$ cat config.mk
export PLATFORM = sky130hd
export DESIGN_NAME = ring_network
export DESIGN_NICKNAME = d
export VERILOG_FILES = /design/src/rtl/ring_network.sv
export SDC_FILE = /design/constraint.sdc
export NUM_CORES = 2
export LEC_CHECK = 0
export CELL_PAD_IN_SITES_DETAIL_PLACEMENT = 0
export CELL_PAD_IN_SITES_GLOBAL_PLACEMENT = 1
export CORE_MARGIN = 2
export CORE_UTILIZATION = 52
export DETAILED_ROUTE_END_ITERATION = 6
export PLACE_DENSITY = 0.85
export SLEW_MARGIN = 5
export SYNTH_ARGS = -nofsm -noshare
export SYNTH_HDL_FRONTEND = slang
export SYNTH_SLANG_ARGS = --single-unit
$ cat constraint.sdc
create_clock -name clk_i -period 14.17 [get_ports clk_i]
set_input_delay 4.251 -clock clk_i [delete_from_list [all_inputs] [get_ports clk_i]]
set_output_delay 4.251 -clock clk_i [all_outputs]
set_load 0.1 [all_outputs]
$ cat src/rtl/ring_network.sv
// Unidirectional ring interconnect: one slot register per stop, one hop per
// cycle, in-transit flits win over injections, and a full ejection FIFO
// deflects the arriving flit for another lap instead of dropping it.

// Per-stop ejection FIFO holding {payload, source ID}.
module ring_ej_fifo #(
  parameter int WIDTH = 32,
  parameter int ID_W  = 4,
  parameter int DEPTH = 4
) (
  input  logic             clk_i,
  input  logic             rst_ni,
  input  logic             push_i,
  input  logic [WIDTH-1:0] push_data_i,
  input  logic [ID_W-1:0]  push_src_i,
  input  logic             pop_i,
  output logic             full_o,
  output logic             valid_o,
  output logic [WIDTH-1:0] data_o,
  output logic [ID_W-1:0]  src_o
);
  localparam int PTR_W = $clog2(DEPTH);
  localparam int CNT_W = PTR_W + 1;

  logic [WIDTH+ID_W-1:0] mem_q [DEPTH];
  logic [PTR_W-1:0]      wr_ptr_q, wr_ptr_d;
  logic [PTR_W-1:0]      rd_ptr_q, rd_ptr_d;
  logic [CNT_W-1:0]      cnt_q, cnt_d;
  logic                  do_push;
  logic                  do_pop;

  // Full/empty come from the registered count only, so a same-cycle pop
  // never frees room for a push.
  assign full_o  = (cnt_q == CNT_W'(DEPTH));
  assign valid_o = (cnt_q != '0);
  assign do_push = push_i && !full_o;
  assign do_pop  = pop_i && valid_o;
  assign {data_o, src_o} = mem_q[rd_ptr_q];

  // Pointer and occupancy next-state; pointers wrap naturally (power-of-2 depth).
  always_comb begin
    wr_ptr_d = wr_ptr_q;
    rd_ptr_d = rd_ptr_q;
    cnt_d    = cnt_q;
    if (do_push) wr_ptr_d = wr_ptr_q + 1'b1;
    if (do_pop)  rd_ptr_d = rd_ptr_q + 1'b1;
    case ({do_push, do_pop})
      2'b10:   cnt_d = cnt_q + 1'b1;
      2'b01:   cnt_d = cnt_q - 1'b1;
      default: cnt_d = cnt_q;
    endcase
  end

  // Pointer and occupancy registers.
  always_ff @(posedge clk_i or negedge rst_ni) begin
    if (!rst_ni) begin
      wr_ptr_q <= '0;
      rd_ptr_q <= '0;
      cnt_q    <= '0;
    end else begin
      wr_ptr_q <= wr_ptr_d;
      rd_ptr_q <= rd_ptr_d;
      cnt_q    <= cnt_d;
    end
  end

  // Storage; cleared on reset so an empty FIFO presents a zero head.
  always_ff @(posedge clk_i or negedge rst_ni) begin
    if (!rst_ni) begin
      for (int k = 0; k < DEPTH; k++) mem_q[k] <= '0;
    end else if (do_push) begin
      mem_q[wr_ptr_q] <= {push_data_i, push_src_i};
    end
  end
endmodule

module ring_network #(
  parameter int NODES = 9,
  parameter int WIDTH = 32,
  parameter int ID_W  = 4,
  parameter int DEPTH = 4
) (
  input  logic                  clk_i,
  input  logic                  rst_ni,
  input  logic                  enable_i,
  input  logic [NODES-1:0]      inj_valid_i,
  input  logic [NODES*ID_W-1:0] inj_dest_i,
  input  logic [NODES*WIDTH-1:0] inj_data_i,
  output logic [NODES-1:0]      inj_ready_o,
  output logic [NODES-1:0]      ej_valid_o,
  output logic [NODES*WIDTH-1:0] ej_data_o,
  output logic [NODES*ID_W-1:0] ej_src_o,
  input  logic [NODES-1:0]      ej_ready_i,
  output logic [15:0]           bad_dest_cnt_o
);
  typedef struct packed {
    logic             vld;
    logic [ID_W-1:0]  dst;
    logic [ID_W-1:0]  src;
    logic [WIDTH-1:0] data;
  } slot_t;

  slot_t            slot_q [NODES];
  slot_t            slot_d [NODES];
  logic [NODES-1:0] hit;
  logic [NODES-1:0] push;
  logic [NODES-1:0] slot_free;
  logic [NODES-1:0] inj_bad;
  logic [NODES-1:0] bad_fire;
  logic [NODES-1:0] fifo_full;
  logic [NODES-1:0] fifo_valid;
  logic [15:0]      bad_cnt_q, bad_cnt_d;
  logic [16:0]      bad_sum;
  logic [16:0]      bad_tot;

  // Stop i is fed by the slot leaving its upstream neighbour.
  function automatic int prev_node(input int n);
    return (n == 0) ? NODES - 1 : n - 1;
  endfunction

  // Per-stop arbitration: eject when addressed and there is room, and offer
  // the slot to the local injector only when nothing is passing through.
  always_comb begin
    hit       = '0;
    push      = '0;
    slot_free = '0;
    inj_bad   = '0;
    for (int i = 0; i < NODES; i++) begin
      hit[i]       = enable_i && slot_q[prev_node(i)].vld &&
                     (slot_q[prev_node(i)].dst == ID_W'(i));
      push[i]      = hit[i] && !fifo_full[i];
      slot_free[i] = enable_i && (!slot_q[prev_node(i)].vld || push[i]);
      inj_bad[i]   = 32'(inj_dest_i[i*ID_W +: ID_W]) >= NODES;
    end
  end

  assign inj_ready_o = slot_free;

  // Slot next-state: pass/deflect the incoming flit, else take a new one.
  always_comb begin
    for (int i = 0; i < NODES; i++) begin
      slot_d[i]   = slot_q[i];
      bad_fire[i] = 1'b0;
      if (enable_i) begin
        if (!slot_free[i]) begin
          slot_d[i] = slot_q[prev_node(i)];
        end else if (inj_valid_i[i] && !inj_bad[i]) begin
          slot_d[i].vld  = 1'b1;
          slot_d[i].dst  = inj_dest_i[i*ID_W +: ID_W];
          slot_d[i].src  = ID_W'(i);
          slot_d[i].data = inj_data_i[i*WIDTH +: WIDTH];
        end else begin
          slot_d[i].vld = 1'b0;
          bad_fire[i]   = inj_valid_i[i] && inj_bad[i];
        end
      end
    end
  end

  // Ring slot registers.
  always_ff @(posedge clk_i or negedge rst_ni) begin
    if (!rst_ni) begin
      for (int i = 0; i < NODES; i++) slot_q[i] <= '0;
    end else begin
      for (int i = 0; i < NODES; i++) slot_q[i] <= slot_d[i];
    end
  end

  // Several stops may discard a bad-destination flit in one cycle.
  always_comb begin
    bad_sum = '0;
    for (int i = 0; i < NODES; i++) bad_sum = bad_sum + 17'(bad_fire[i]);
    bad_tot   = {1'b0, bad_cnt_q} + bad_sum;
    bad_cnt_d = bad_tot[16] ? 16'hFFFF : bad_tot[15:0];
  end

  // Saturating bad-destination counter.
  always_ff @(posedge clk_i or negedge rst_ni) begin
    if (!rst_ni) bad_cnt_q <= '0;
    else         bad_cnt_q <= bad_cnt_d;
  end

  assign bad_dest_cnt_o = bad_cnt_q;
  assign ej_valid_o     = fifo_valid;

  for (genvar g = 0; g < NODES; g++) begin : g_ej
    ring_ej_fifo #(
      .WIDTH(WIDTH),
      .ID_W (ID_W),
      .DEPTH(DEPTH)
    ) u_fifo (
      .clk_i      (clk_i),
      .rst_ni     (rst_ni),
      .push_i     (push[g]),
      .push_data_i(slot_q[prev_node(g)].data),
      .push_src_i (slot_q[prev_node(g)].src),
      .pop_i      (ej_ready_i[g]),
      .full_o     (fifo_full[g]),
      .valid_o    (fifo_valid[g]),
      .data_o     (ej_data_o[g*WIDTH +: WIDTH]),
      .src_o      (ej_src_o[g*ID_W +: ID_W])
    );
  end
endmodule
* Word level (Yosys, flattened, before mapping) *
Index checks and enable logic that the tools add are counted.

word-level totals
  input bits = 345
  register bits = 1744
  output and inout bits = 358
  logic and storage cells = 506

operators by class
  reduce and logical (&&, ||, !) cells = 145
  eq/ne operators = 44
  bitwise gates (word level) = 18
  add/sub/neg operators = 45
  magnitude comparators = 36
  multiplexer cells = 118

operators by type and width
  cell                                                         number
  bitwise mux 144 bit                                          9
  2-to-1 mux 36 bit                                            27
  binary-select mux 36 bit (select 2 bit)                      9
  demux 36 bit (select 2 bit)                                  9
  2-to-1 mux 41 bit                                            9
  2-to-1 mux 40 bit                                            9
  logical AND 1 bit                                            81
  greater-or-equal comparator 3 bit (second input constant)    18
  NOT 2 -> 3 bit                                               18
  one-hot mux 3 bit (2 select lines)                           9
  adder 2 x 1 -> 2 bit (second input constant)                 18
  greater-or-equal comparator 4 bit (second input constant)    9
  2-to-1 mux 1 bit                                             36
  adder 3 x 1 -> 3 bit (second input constant)                 9
  == test 3 bit (second input constant)                        9
  zero test 1 bit                                              27
  less-than comparator 3 x 1 -> 1 bit (second input constant)  9
  nonzero test 3 bit                                           9
  subtractor 3 x 1 -> 3 bit (second input constant)            9
  == test 2 x 1 -> 1 bit (second input constant)               9
  == test 2 bit (second input constant)                        9
  != test 2 x 1 -> 1 bit (second input constant)               9
  AND reduction 2 bit                                          9
  nonzero test 2 bit                                           9
  other kinds (16)                                             28

* Longest topological paths before layout *
  depth in word-level cells = 17
  mapped depth = 19
  depth with buffers taken out = 14

* By module *
A second synthesis with hierarchy kept.

unflattened totals
  cell total of the unflattened synthesis = 5002
  area, all modules = 78211.3 µm²

modules (own cells, without submodules)
  module        cells an instance  area an instance (µm²)  seq. area each (µm²)  times used
  ring_ej_fifo  384                6656.4                  3778.6                9
  ring_network  1546               18303.8                 9634.2                1

* Worst setup path before layout *
Ideal clock, no wire load.

  kind = in2out
  start point = input port enable_i
  end point = output port inj_ready_o[5]
  data required time = 9919 ps
  setup slack = 3575 ps
  arrival time = 6344 ps
  path buffers = 4
  stages = 7
  cells stage by stage = buf_2 -> inv_1 -> clkbuf_1 -> o31ai_1 -> clkbuf_1 -> clkbuf_1 -> and2_1

on the way
  cells in the longest elaborated chain, start to end = 5

RTL lines
  element                         RTL line  source
  from (decl)                     85        input logic enable_i,
  logical AND 1 bit (2 in a row)  129       hit[i] = enable_i && slot_q[prev_node(i)].vld &&
  logical AND 1 bit               131       push[i] = hit[i] && !fifo_full[i];
  logical OR 1 bit                132       slot_free[i] = enable_i && (!slot_q[prev_node(i)].vld || push[i]);
  logical AND 1 bit (*)           132
  to (decl)                       89        output logic [NODES-1:0] inj_ready_o,

Mark *: on every way between the ends. The rest lies on a longest branch, timed or not.

* Worst setup path in the final report *
  start point = input port enable_i
  end point = output port inj_ready_o[4]

Same word-level chain as after synthesis.

==> impl_metrics.toml <==
[die]
dieArea_um2 = 153600
start_util_pct = 52.31
die_x_um = 391.9
die_h_um = 391.9
coreArea_um2 = 149600
row_count = 142
ios = 703

[pwr]
irDropWorstVdd_v = 0.0001444
p_per_area_nw_per_um2 = 201.1
p_leak_nw = 43.47

[sta]
post-route-min-period_ns = 11.84
drv_slew = 0
skew_ns = 0.02619
setup_viol = 0
hold_violations = 0
worst_pin_slew_ns = 1.288
finalCritPeriodShare_pct = 83.54
rsz0062_at_grt = "no"
relSlewSlack_pct = 13.87
clock.fmax_ghz = 0.08447
tns_ns = 0
layout_setup_ws_ns = 2.332

[finish]
drive_gt1_share_pct = 32.60
final_cell_mix = "dfrtp_1 (1735), mux2_2 (1234), clkdlybuf4s50_1 (696), nand3_1 (361), inv_1 (354)"
final_area_um2 = 92850
synthToLayoutAreaGrowth_pct = 18.65
fin_cells = 8272
fill_cells = 11320
final_common_cell = "dfrtp_1"
post-route-util_pct = 62.07
layout.nets = 6523

[setup_path]
crit_arrival_ns = 7.59
worstPathRequired_ns = 9.92
r2r_start = "slot_q[80]"
crit_path_max_fanout = 74
reg2reg_to = "bad_dest_cnt_o[10]"
rr_worst_depth = 15
crit_path_end_kind = "output pin"
criticalPathCategory = "in -> out"
rrSetupSlack_ns = 8.14
critPathLaunchType = "input pin"

[global_route]
grt_first_pass_wirelength_um = 340200
grtUsageTotal_pct = 29.94
grt_pass1_vias = 51220
gr-total-overflow = 0
grt_antenna_before_repair = 13
grt_start_max_net_pins = 193

[placed_design]
dp_hpwl_um = 159600
dp_slack_ns = 2.362
dp.cells = 7946
dpl_cell_area_um2 = 86850
gp_congestion = 0.8643
io_buffers = 702

[hold_path]
min_path_type = "reg -> reg"
holdPathStages = 1
min_to = "g_ej[6].u_fifo.cnt_q[2]"
min_from = "g_ej[6].u_fifo.cnt_q[2]"

[clocking]
cts_resized = 0
cts_tree = "built"
numCtsBuffers = 180
cts.clk_slew.worst_paths_ns = 0.06
cts.sinks = 1744
cts_max_level = 4
cts-hold-fix-buffers = 0
post_cts_buffers = 0
cts_root_buf = "clkbuf_16"
clock_latency_ns = 0.80
clock_path_buffers = 3

[yosys]
synth_mux_area_share_pct = 28.22
ys_types = 59
synth-edff-count = 0
synthSimpleGateAreaFrac_pct = 5.473
ys_warn_count = 0
syn_avg_cell_area_um2 = 14.16
synthAdderAreaFrac_pct = 1.199
yosys.area_share.xor_xnor_pct = 0.6603
synth_ff_type = "dfrtp_1"
mappedNetlistArea_um2 = 78260
synth_nets = 5937
seq_area_frac_synth_pct = 55.77
async_flop_share_pct = 100.0
synth_seq_cells = 1744
synth_compound_gate_area_share_pct = 4.672
synth_top_family_by_area = "multiplexers"
synthCells = 5526

[routing]
drt_iter0_markers = 4398
via_per_inst = 6.103
remaining_drc_errors = 0
firstDrtPassIters = 7
wl_per_cell_um = 27.69
drt_wl_total_um = 229000
ant_nets = 0
num_vias = 50480

[run_status]
run_status = "complete, no violations"

[job]
cap_violations = 0
[area by class of cell]
class                      count  area [µm²]  area share [%]
timing repair buffer         777        7677           8.268
clock buffer                 265        5301           5.709
clock inverter                60       694.4          0.7479
multi-input combinational   3054       31670           34.11
antenna                        1       2.502        0.002695
sequential                  1744       43650           47.01
inverter                     355        1334           1.436
tap                         2016        2522           2.717
[logic make-up after synthesis]
logic type / Yosys count
flops: 1744
compound gates: 434
xor+xnor: 59
mux: 1628
buf+inv: 728
simple gates: 867
fa+ha+maj: 66
[cells in the mapped netlist (10+ instances only)]
cell type	instances	share of area, %
dfrtp_1	1744	56
mux2_2	1234	18
nand3_1	361	2.3
inv_1	355	1.7
nand2_1	344	1.6
mux4_2	324	9.3
o221ai_1	280	3.1
clkbuf_1	202	0.97
buf_2	71	0.45
buf_1	52	0.25
ha_1	51	0.82
buf_6	36	0.52
o311ai_0	36	0.40
mux2_1	34	0.49
xnor2_1	31	0.35
mux2_4	30	0.58
nor2_1	30	0.14
xor2_1	28	0.31
nand2_4	24	0.35
o21ai_0	24	0.15
and2_1	20	0.16
a22o_1	18	0.20
or3_1	18	0.14
fa_1	15	0.38
buf_4	12	0.12
o31ai_1	12	0.12
a21o_1	10	0.096
nor3b_1	10	0.096
[critical path, cell delays in order]
cell and delay, ns:
buf_8 0.30, clkinv_2 0.26, buf_4 0.38, o31ai_4 0.30
buf_4 0.61, and2_1 0.23, clkdlybuf4s50_1 1.14
[worst max-delay path by stage]
stage               slack, ns  cells after the start     start             end
global route             2.19                      7  enable_i  inj_ready_o[4]
finish                   2.33                      7  enable_i  inj_ready_o[4]
CTS                      2.33                      7  enable_i  inj_ready_o[4]
floorplan                3.58                      7  enable_i  inj_ready_o[5]
detailed placement       2.36                      7  enable_i  inj_ready_o[4]
global placement         2.38                      7  enable_i  inj_ready_o[4]
[per-layer routing]
layer	share of wire [%]	track usage (%)
met4	3.8	10.84
met5	0.058	0
met3	7.2	6.530
met2	47	45.66
met1	42	42.52
[report_power, final]
part / internal (mW) / switching (mW) / leakage [nW]
clock: 2.81 / 1.99 / 2.97
combinational: 2.23 / 3.93 / 17.0
sequential: 6.16 / 1.55 / 23.5
total: 11.2 / 7.47 / 43.5
[flip-flops by register name, summed over array words and instances, names as in the netlist]
| signal | flops |
|---|---|
| bad_dest_cnt_o | 16 |
| g_ej.u_fifo.cnt_q | 27 |
| g_ej.u_fifo.mem_q | 1296 |
| g_ej.u_fifo.rd_ptr_q | 18 |
| g_ej.u_fifo.wr_ptr_q | 18 |
| slot_q | 369 |
[through the flow]
step           hold WS (ns)  power, mW
3_5_place_dp         0.4713      13.93
6_report             0.4792      18.67
3_3_place_gp         0.4632      13.76
4_1_cts              0.4796      18.76
5_1_grt              0.4903      19.46
2_1_floorplan        0.4471      11.68
No activity file was read; power rests on OpenSTA's default activity.
